===== src/rtl/time_set_editor.sv =====
// time_set_editor: push-button command source for the HH:MM:SS digit chain.
// Debounces three buttons, sequences IDLE/EDIT/RUN/HOLD, edits one digit at a
// time with per-digit wrap limits and drives a blink flag for the edited digit.
//
//   state  | meaning
//   -------+-----------------------------------------------------------
//   IDLE   | after reset, chain held in reset (state bus 0)
//   EDIT   | chain loading setBits (state bus 1), one digit selected
//   RUN    | chain counting (state bus 3), buttons other than mode ignored
//   HOLD   | one-cycle reset command so the chain never sees start->set
module time_set_editor #(
  parameter int DEBOUNCE_CYCLES = 500000,
  parameter int TICK_MAX        = 49999999
) (
  input  logic        clk,
  input  logic        rst,
  input  logic        btn_mode,
  input  logic        btn_next,
  input  logic        btn_inc,
  input  logic [23:0] currentBits,
  output logic [3:0]  state,
  output logic [23:0] setBits,
  output logic [2:0]  selDigit,
  output logic        blink
);

  localparam int DB_W = (DEBOUNCE_CYCLES > 1) ? $clog2(DEBOUNCE_CYCLES) : 1;
  localparam int TK_W = (TICK_MAX > 0) ? $clog2(TICK_MAX + 1) : 1;
  localparam logic [DB_W-1:0] DB_LAST = DB_W'(DEBOUNCE_CYCLES - 1);
  localparam logic [DB_W-1:0] DB_PRE  = DB_W'(DEBOUNCE_CYCLES - 2);
  localparam logic [TK_W-1:0] TK_LAST = TK_W'(TICK_MAX);
  localparam logic [TK_W-1:0] TK_HALF = TK_W'(TICK_MAX / 2);

  typedef enum logic [1:0] {S_IDLE, S_EDIT, S_RUN, S_HOLD} fsm_t;

  logic [2:0] w_btn_raw;
  logic [2:0] w_rise;
  logic       w_mode;
  logic       w_next;
  logic       w_inc;

  assign w_btn_raw = {btn_inc, btn_next, btn_mode};

  // Per-button synchronizer, debouncer and rising-edge pulse generator.
  // The sample that first shows a new level counts as the first stable one,
  // so the debounced level follows DEBOUNCE_CYCLES identical samples.
  for (genvar g = 0; g < 3; g++) begin : g_db
    logic            r_s0;
    logic            r_s1;
    logic            r_last;
    logic            r_lvl;
    logic            r_lvl_d;
    logic [DB_W-1:0] r_cnt;

    // Synchronize, count stable samples, accept level, delay for edge detect.
    always_ff @(posedge clk or posedge rst) begin
      if (rst) begin
        r_s0    <= 1'b0;
        r_s1    <= 1'b0;
        r_last  <= 1'b0;
        r_lvl   <= 1'b0;
        r_lvl_d <= 1'b0;
        r_cnt   <= '0;
      end else begin
        r_s0    <= w_btn_raw[g];
        r_s1    <= r_s0;
        r_last  <= r_s1;
        r_lvl_d <= r_lvl;
        if (r_s1 != r_last) begin
          r_cnt <= '0;
        end else begin
          if (r_cnt != DB_LAST) r_cnt <= r_cnt + DB_W'(1);
          if (r_cnt == DB_PRE || r_cnt == DB_LAST) r_lvl <= r_last;
        end
      end
    end

    assign w_rise[g] = r_lvl & ~r_lvl_d;
  end

  // Same-cycle pulses resolve mode > next > inc; losers are dropped.
  assign w_mode = w_rise[0];
  assign w_next = w_rise[1] & ~w_rise[0];
  assign w_inc  = w_rise[2] & ~w_rise[1] & ~w_rise[0];

  fsm_t            r_fsm;
  fsm_t            w_fsm_nxt;
  logic [3:0]      r_state;
  logic [23:0]     r_set;
  logic [2:0]      r_sel;
  logic            r_blink;
  logic [TK_W-1:0] r_tick;

  logic [3:0]      w_state_nxt;
  logic [23:0]     w_set_nxt;
  logic [2:0]      w_sel_nxt;
  logic            w_blink_nxt;
  logic [TK_W-1:0] w_tick_nxt;
  logic [3:0]      w_hhb_inc;
  logic [3:0]      w_lhb_max;

  function automatic logic [3:0] inc_wrap(input logic [3:0] v, input logic [3:0] vmax);
    inc_wrap = (v >= vmax) ? 4'd0 : v + 4'd1;
  endfunction

  assign w_hhb_inc = inc_wrap(r_set[23:20], 4'd2);
  assign w_lhb_max = (r_set[23:20] < 4'd2) ? 4'd9 : 4'd3;

  // State and output registers.
  always_ff @(posedge clk or posedge rst) begin
    if (rst) begin
      r_fsm   <= S_IDLE;
      r_state <= 4'd0;
      r_set   <= 24'd0;
      r_sel   <= 3'd0;
      r_blink <= 1'b0;
      r_tick  <= '0;
    end else begin
      r_fsm   <= w_fsm_nxt;
      r_state <= w_state_nxt;
      r_set   <= w_set_nxt;
      r_sel   <= w_sel_nxt;
      r_blink <= w_blink_nxt;
      r_tick  <= w_tick_nxt;
    end
  end

  // Next-state logic: mode pulses walk the cycle, HOLD always lasts one cycle.
  always_comb begin
    w_fsm_nxt = r_fsm;
    case (r_fsm)
      S_IDLE: if (w_mode) w_fsm_nxt = S_EDIT;
      S_EDIT: if (w_mode) w_fsm_nxt = S_RUN;
      S_RUN:  if (w_mode) w_fsm_nxt = S_HOLD;
      S_HOLD: w_fsm_nxt = S_EDIT;
      default: w_fsm_nxt = S_IDLE;
    endcase
  end

  // Output logic: next values for the state bus, digits, selection and blink.
  always_comb begin
    w_set_nxt   = r_set;
    w_sel_nxt   = r_sel;
    w_tick_nxt  = '0;
    w_blink_nxt = 1'b0;
    case (w_fsm_nxt)
      S_EDIT:  w_state_nxt = 4'd1;
      S_RUN:   w_state_nxt = 4'd3;
      default: w_state_nxt = 4'd0;
    endcase
    case (r_fsm)
      S_IDLE: begin
        if (w_mode) begin
          w_set_nxt   = 24'd0;
          w_sel_nxt   = 3'd6;
          w_blink_nxt = 1'b1;
        end
      end
      S_EDIT: begin
        if (w_mode) begin
          w_sel_nxt = 3'd0;
        end else if (w_next) begin
          w_sel_nxt   = (r_sel <= 3'd1) ? 3'd6 : r_sel - 3'd1;
          w_blink_nxt = 1'b1;
        end else if (w_inc) begin
          w_blink_nxt = 1'b1;
          case (r_sel)
            3'd1: w_set_nxt[3:0]   = inc_wrap(r_set[3:0], 4'd9);
            3'd2: w_set_nxt[7:4]   = inc_wrap(r_set[7:4], 4'd5);
            3'd3: w_set_nxt[11:8]  = inc_wrap(r_set[11:8], 4'd9);
            3'd4: w_set_nxt[15:12] = inc_wrap(r_set[15:12], 4'd5);
            3'd5: w_set_nxt[19:16] = inc_wrap(r_set[19:16], w_lhb_max);
            3'd6: begin
              w_set_nxt[23:20] = w_hhb_inc;
              if (w_hhb_inc == 4'd2 && r_set[19:16] > 4'd3) w_set_nxt[19:16] = 4'd0;
            end
            default: w_set_nxt = r_set;
          endcase
        end else if (r_tick == TK_LAST) begin
          w_tick_nxt  = '0;
          w_blink_nxt = ~r_blink;
        end else begin
          w_tick_nxt  = r_tick + TK_W'(1);
          w_blink_nxt = (r_tick == TK_HALF) ? ~r_blink : r_blink;
        end
      end
      S_RUN: begin
        if (w_mode) w_set_nxt = currentBits;
      end
      S_HOLD: begin
        w_sel_nxt   = 3'd6;
        w_blink_nxt = 1'b1;
      end
      default: w_sel_nxt = 3'd0;
    endcase
  end

  assign state    = r_state;
  assign setBits  = r_set;
  assign selDigit = r_sel;
  assign blink    = r_blink;

endmodule

===== config.mk =====
export PLATFORM = sky130hd
export DESIGN_NAME = time_set_editor
export DESIGN_NICKNAME = d
export VERILOG_FILES = /design/src/rtl/time_set_editor.sv
export SDC_FILE = /design/constraint.sdc
export NUM_CORES = 1
export LEC_CHECK = 0
export ABC_AREA = 1
export BUFFER_PORTS_ARGS = -buffer_cell sky130_fd_sc_hd__clkbuf_2
export CAP_MARGIN = 10
export CORE_UTILIZATION = 55
export DETAILED_ROUTE_END_ITERATION = 8
export PLACE_DENSITY = 0.77
export SYNTH_ARGS = -nofsm -noshare
export SYNTH_HDL_FRONTEND = slang
export SYNTH_SLANG_ARGS = --single-unit

===== constraint.sdc =====
create_clock -name clk -period 9.89 [get_ports clk]
set_clock_uncertainty 0.1 [all_clocks]
set_input_delay 0.4945 -clock clk [delete_from_list [all_inputs] [get_ports clk]]
set_output_delay 0.4945 -clock clk [all_outputs]
set_load 0.02 [all_outputs]

* After elaboration in Yosys (flattened, before gate mapping)
Index checks and enable logic that the tools add are counted.
** Storage, ports and cells
- Flip-flop bits (word level) :: 132
- Latch bits :: 0
- Memory bits (writable) :: 0
- Memory bits (read-only) :: 0
- Input port bits :: 29
- Output and inout bits :: 32
- Logic and storage cells :: 172
- Memories :: 0
** Operators by class
- Add/subtract/negate cells :: 11
- Multiply operators :: 0
- Div/mod/pow operators :: 0
- Magnitude comparators :: 9
- Eq/ne operators :: 40
- Shift-type cells :: 0
- Mux-type cells :: 48
- Bitwise gates (word level) :: 15
- Reduce and logical (&&, ||, !) cells :: 20
** Operator list (count)
- two-way mux 26 bit :: 5
- two-way mux 24 bit :: 5
- == test 19 bit, second input constant :: 6
- two-way mux 19 bit :: 6
- case mux 24 bit (3 select lines) :: 1
- adder 19 x 1 -> 19 bit, second input constant :: 3
- inequality test 19 bit, second input constant :: 3
- two-way mux 4 bit :: 13
- AND reduction 7 bit :: 5
- adder 26 x 1 -> 26 bit, second input constant :: 1
- == test 26 x 25 -> 1 bit, second input constant :: 1
- == test 26 bit, second input constant :: 1
- adder 4 x 1 -> 4 bit, second input constant :: 6
- two-way mux 3 bit :: 4
- inequality test 2 x 1 -> 1 bit, second input constant :: 5
- inequality test 2 bit, second input constant :: 5
- == test 3 bit, second input constant :: 3
- inverter 1 bit :: 9
- case mux 3 bit (3 select lines) :: 1
- greater-or-equal comparator 4 x 3 -> 1 bit, second input constant :: 2
- greater-or-equal comparator 4 bit, second input constant :: 2
- case mux 2 bit (4 select lines) :: 1
- case mux 4 bit (2 select lines) :: 1
- AND reduction 8 bit :: 1
- 27 further kinds :: 53

* Logic depth before layout (Yosys ltp)
- Depth in word-level cells :: 10
- Depth in mapped cells :: 12
- Gate-level depth less buffers :: 11

* Worst setup path after synthesis
No wires, ideal clock.
- Path kind :: reg2reg
- Start point :: reg r_fsm[1]
- End point :: reg r_state[0], in the netlist state[0]
- Library setup time :: 113 ps
- Arrival time :: 1534 ps
- Slack :: 8143 ps
- Cell stages (with the launch flop) :: 11
- Buffers on the path :: 2
- Period minus slack after synthesis :: 1747 ps
- Cell sequence :: dfrtp_1 inv_1 ha_1 buf_2 inv_1 buf_2 a21oi_1 o21ai_0 nand2_1 ha_1 inv_1
** On the way
- Cells in the longest elaborated chain, start to end :: 4
** RTL lines
- from (decl) :: line 86 : fsm_t r_fsm;
- from (signal assigned) :: line 119 : r_fsm <= w_fsm_nxt;
- == test 2 bit, or another cell as far along :: line 131 : case (r_fsm)
- case mux 2 bit (4 select lines) (*) :: line 131
- net w_fsm_nxt[1] :: line 87 : fsm_t w_fsm_nxt;
- == test 2 bit or == test 2 x 1 -> 1 bit (tied branches) :: line 146 : case (w_fsm_nxt)
- case mux 2 bit (2 select lines) (*) :: line 146
- net w_state_nxt[0] :: line 94 : logic [3:0] w_state_nxt;
- to (signal assigned) :: line 120 : r_state <= w_state_nxt;
- to (decl) :: line 88 : logic [3:0] r_state;
Mark *: on every way through the listed nets, which the timed path passes. The rest lies on a longest branch.
A chain may end at the register's enable or synchronous reset.

* Worst setup path after layout
- Start point :: reg r_fsm[1]
- End point :: reg r_tick[22]
** On the way
- Cells in the longest elaborated chain, start to end :: 2
** RTL lines
- == test 2 x 1 -> 1 bit :: line 151 : case (r_fsm)
- two-way mux 26 bit :: line 151
- net w_tick_nxt[22] :: line 98 : logic [TK_W-1:0] w_tick_nxt;
- to (signal assigned) :: line 124 : r_tick <= w_tick_nxt;
- to (decl) :: line 92 : logic [TK_W-1:0] r_tick;
The timed path passes the listed nets, and every way through them passes these cells.

==> load_flow_metrics.sql <==
INSERT INTO impl_metrics (metric_group, metric, value, unit) VALUES
('status', 'result_of_the_run', 'completed', ''),
('cells_and_area', 'final_layout_size_suffix_gt1_share', '13.2', '%'),
('synthesis', 'post_synth.cell_area_avg', '7.59', 'sq um'),
('timing', 'timing.final.crit_share', '25.4', '%'),
('drt', 'post_drt_wl_per_cell', '12.9', 'um'),
('grt', 'grt_antenna_before_repair', '0', ''),
('synthesis', 'post-synth-top-count-cell', 'nand2_1', ''),
('worst_setup_path', 'worstRegToRegCells', '10', ''),
('worst_setup_path', 'timing.critical_path.to', 'r_tick[22]', ''),
('cells_and_area', 'areaGrowthSynthToFinish', '15.2', '%'),
('worst_setup_path', 'cp-startpoint', 'r_fsm[1]', ''),
('place', 'number_of_port_buffers', '58', ''),
('timing', 'timing_hold_violations_final', '0', ''),
('clock_tree', 'ctsLongestPathBuffers', '2', ''),
('worst_setup_path', 'path_max_fanout', '20', ''),
('place', 'post_dp_area', '8050', 'sq um'),
('drt', 'vias_per_cell', '5.29', ''),
('worst_setup_path', 'cp_cell_sequence', 'inv_1 -> ha_1 -> nand2_1 -> inv_2 -> nand2_1 -> nor2_2 -> nand2_1 -> inv_4 -> nand2_1 -> nor2_1', ''),
('flow_run', 'drv.max_cap_violation_count', '0', ''),
('worst_setup_path', 'cpPeakStageDelay', '0.52', 'ns'),
('clock_tree', 'cts_inserted_buffers', '17', ''),
('timing', 'setup_viol', '0', ''),
('drt', 'drt_first_iter_violations', '393', ''),
('clock_tree', 'clkTransAtPathRegs', '0.06', 'ns'),
('clock_tree', 'clkSinkCount', '130', ''),
('pwr', 'report.power.total', '1.30', 'mW'),
('clock_tree', 'tritoncts', 'yes', ''),
('die', 'placeableCoreArea', '13300', 'sq um'),
('clock_tree', 'worst_skew_pair.late_latency', '0.42', 'ns'),
('worst_setup_path', 'reg2reg_setup_slack', '7.37', 'ns'),
('cells_and_area', 'instances_no_fill', '1256', ''),
('place', 'dp_hpwl', '11.2', 'mm'),
('timing', 'highest_clock_frequency_the_design_can_meet', '0.397', 'GHz'),
('timing', 'report.final.slew_viol_count', '0', ''),
('pwr', 'cellPowerDensity', '149', 'nW/um^2'),
('synthesis', 'yosys_warnings', '0', ''),
('drt', 'finalWirelength', '16.3', 'mm'),
('place', 'dp_worst_setup_slack', '7.39', 'ns'),
('die', 'io_pins', '61', ''),
('cells_and_area', 'multiInputGateArea', '3750', 'sq um'),
('pwr', 'total_leakage_power', '4.08', 'nW'),
('die', 'dieWidth', '119', 'um'),
('synthesis', 'synthDistinctLibCells', '41', ''),
('synthesis', 'synth_flop_cell', 'dfrtp_1', ''),
('clock_tree', 'cts-hold-fix-buffers', '1', ''),
('die', 'design.die.area', '14300', 'sq um'),
('timing', 'final.min_clock_period', '2.52', 'ns'),
('worst_hold_path', 'min-delay-path-class', 'in -> reg', ''),
('synthesis', 'area_share_of_the_largest_cell_type_after_synthesis', '42.9', '%'),
('synthesis', 'yosys-top-cells-area', 'dfrtp_1 43%, nand2_1 11%, inv_1 6.5%', ''),
('grt', 'grt_start_max_net_pins', '86', ''),
('place', 'placed_cell_count', '1223', ''),
('grt', 'grt_pass1_wl', '28.3', 'mm'),
('cells_and_area', 'num_antenna_cells', '0', ''),
('synthesis', 'synth_largest_area_cell', 'dfrtp_1', ''),
('timing', 'setup_total_negative_slack', '0', 'ns'),
('timing', 'worst-slew-pin-transition', '1.04', 'ns'),
('pwr', 'ir_worst_vdd', '0.120', 'mV'),
('die', 'die-height', '119', 'um'),
('worst_setup_path', 'endpoint_kind', 'register', ''),
('worst_setup_path', 'worst_ep_required_time', '10.14', 'ns'),
('clock_tree', 'post-cts-setup-buffers', '0', ''),
('worst_setup_path', 'worst_ep_arrival_time', '2.76', 'ns'),
('synthesis', 'postSynth.asyncResetShare', '100', '%'),
('clock_tree', 'cts_root_buffer', 'clkbuf_16', ''),
('drt', 'remaining_drcs', '0', ''),
('timing', 'worst_slew_margin_rel', '31.0', '%'),
('synthesis', 'synth_common_cells', '224 x nand2_1, 131 x inv_1, 130 x dfrtp_1, 122 x nor2_1, 78 x nand3_1', ''),
('drt', 'drtAntennaViolNets', '0', ''),
('grt', 'number_of_global_route_vias_before_repair', '6184', ''),
('cells_and_area', 'final-seq-area', '3250', 'sq um');
-- where the power goes --
part / switching [mW] / total [mW] / internal (mW)
Sequential: 0.00919 / 0.549 / 0.540
Combinational: 0.0307 / 0.0462 / 0.0155
Clock: 0.235 / 0.703 / 0.468
-- critical path, delay by kind of cell, from the launching register on --
kind	cells	cell delay, ns
flip-flops	1	0.40
AND/OR/NAND/NOR	6	1.05
buffers and inverters	3	0.48
adder cells (fa/ha/maj)	1	0.40
-- cell families (layout without fill, tap and decap cells) --
group,after synthesis,in the layout,share of synthesized area [%]
and+or+nand+nor,521,521,31.1
buffers and inverters,149,229,7.69
AOI/OAI and AO/OA,138,138,9.66
DFF,130,130,42.9
adders and majority gates,33,33,5.45
xor gates and xnor gates,27,27,3.12
other,1,2,0.0495
-- worst min-delay path by stage --
stage,from,endpoint,cells after the start
floorplan,g_db[0].r_s0,g_db[0].r_s1,0
global placement,g_db[0].r_s0,g_db[0].r_s1,0
detailed placement,g_db[0].r_s0,g_db[0].r_s1,0
CTS,btn_next,g_db[1].r_s0,1
global route,btn_next,g_db[1].r_s0,1
finish,btn_inc,g_db[2].r_s0,1
-- routing by layer --
metal  vias up  share of wire (%)  wire (um)  track usage [%]
li1       3364                  -          -                -
met1      3094                 46       7500             32.9
met2       172                 48       7820             40.6
met3        15                4.8        782             5.46
met4         0               0.90        146             7.34
met5         -                  0          0                0
-- layout make-up --
type / instances / area share [%]
clock buffer: 20 / 5.35
clock inverter: 12 / 2.31
inverter: 134 / 5.85
multi-input combinational: 721 / 42.9
sequential: 130 / 37.3
tap: 176 / 2.52
timing repair buffer: 63 / 3.78
-- cell usage in the layout, fill, tap and decap left out, types with 8 or more instances in the layout --
master,n
nand3_1,78
nor2_1,122
o21ai_0,61
xnor2_1,8
a31oi_1,12
ha_1,33
dfrtp_1,130
nand4_1,21
nor3_1,23
o21ai_1,8
inv_1,130
nor2_2,22
clkbuf_2,58
nand2_1,224
a21oi_1,44
clkbuf_16,17
xor2_1,19
-- flip-flops by register name, indices dropped and copies added, names as in the netlist --
signal / flops
g_db.r_cnt: 57
r_tick: 26
setBits: 24
g_db.r_last: 3
g_db.r_lvl: 3
g_db.r_lvl_d: 3
g_db.r_s0: 3
g_db.r_s1: 3
selDigit: 3
r_fsm: 2
state: 2
blink: 1
-- metrics by stage --
stage / hold slack (ns) / util [%]
global route: 0.0647 / 65.4
floorplan: 0.231 / -
global placement: 0.236 / 60.3
CTS: 0.0639 / 65.4
finish: 0.0804 / 65.4
detailed placement: 0.236 / 60.3
No activity file was read; power rests on OpenSTA's default activity.
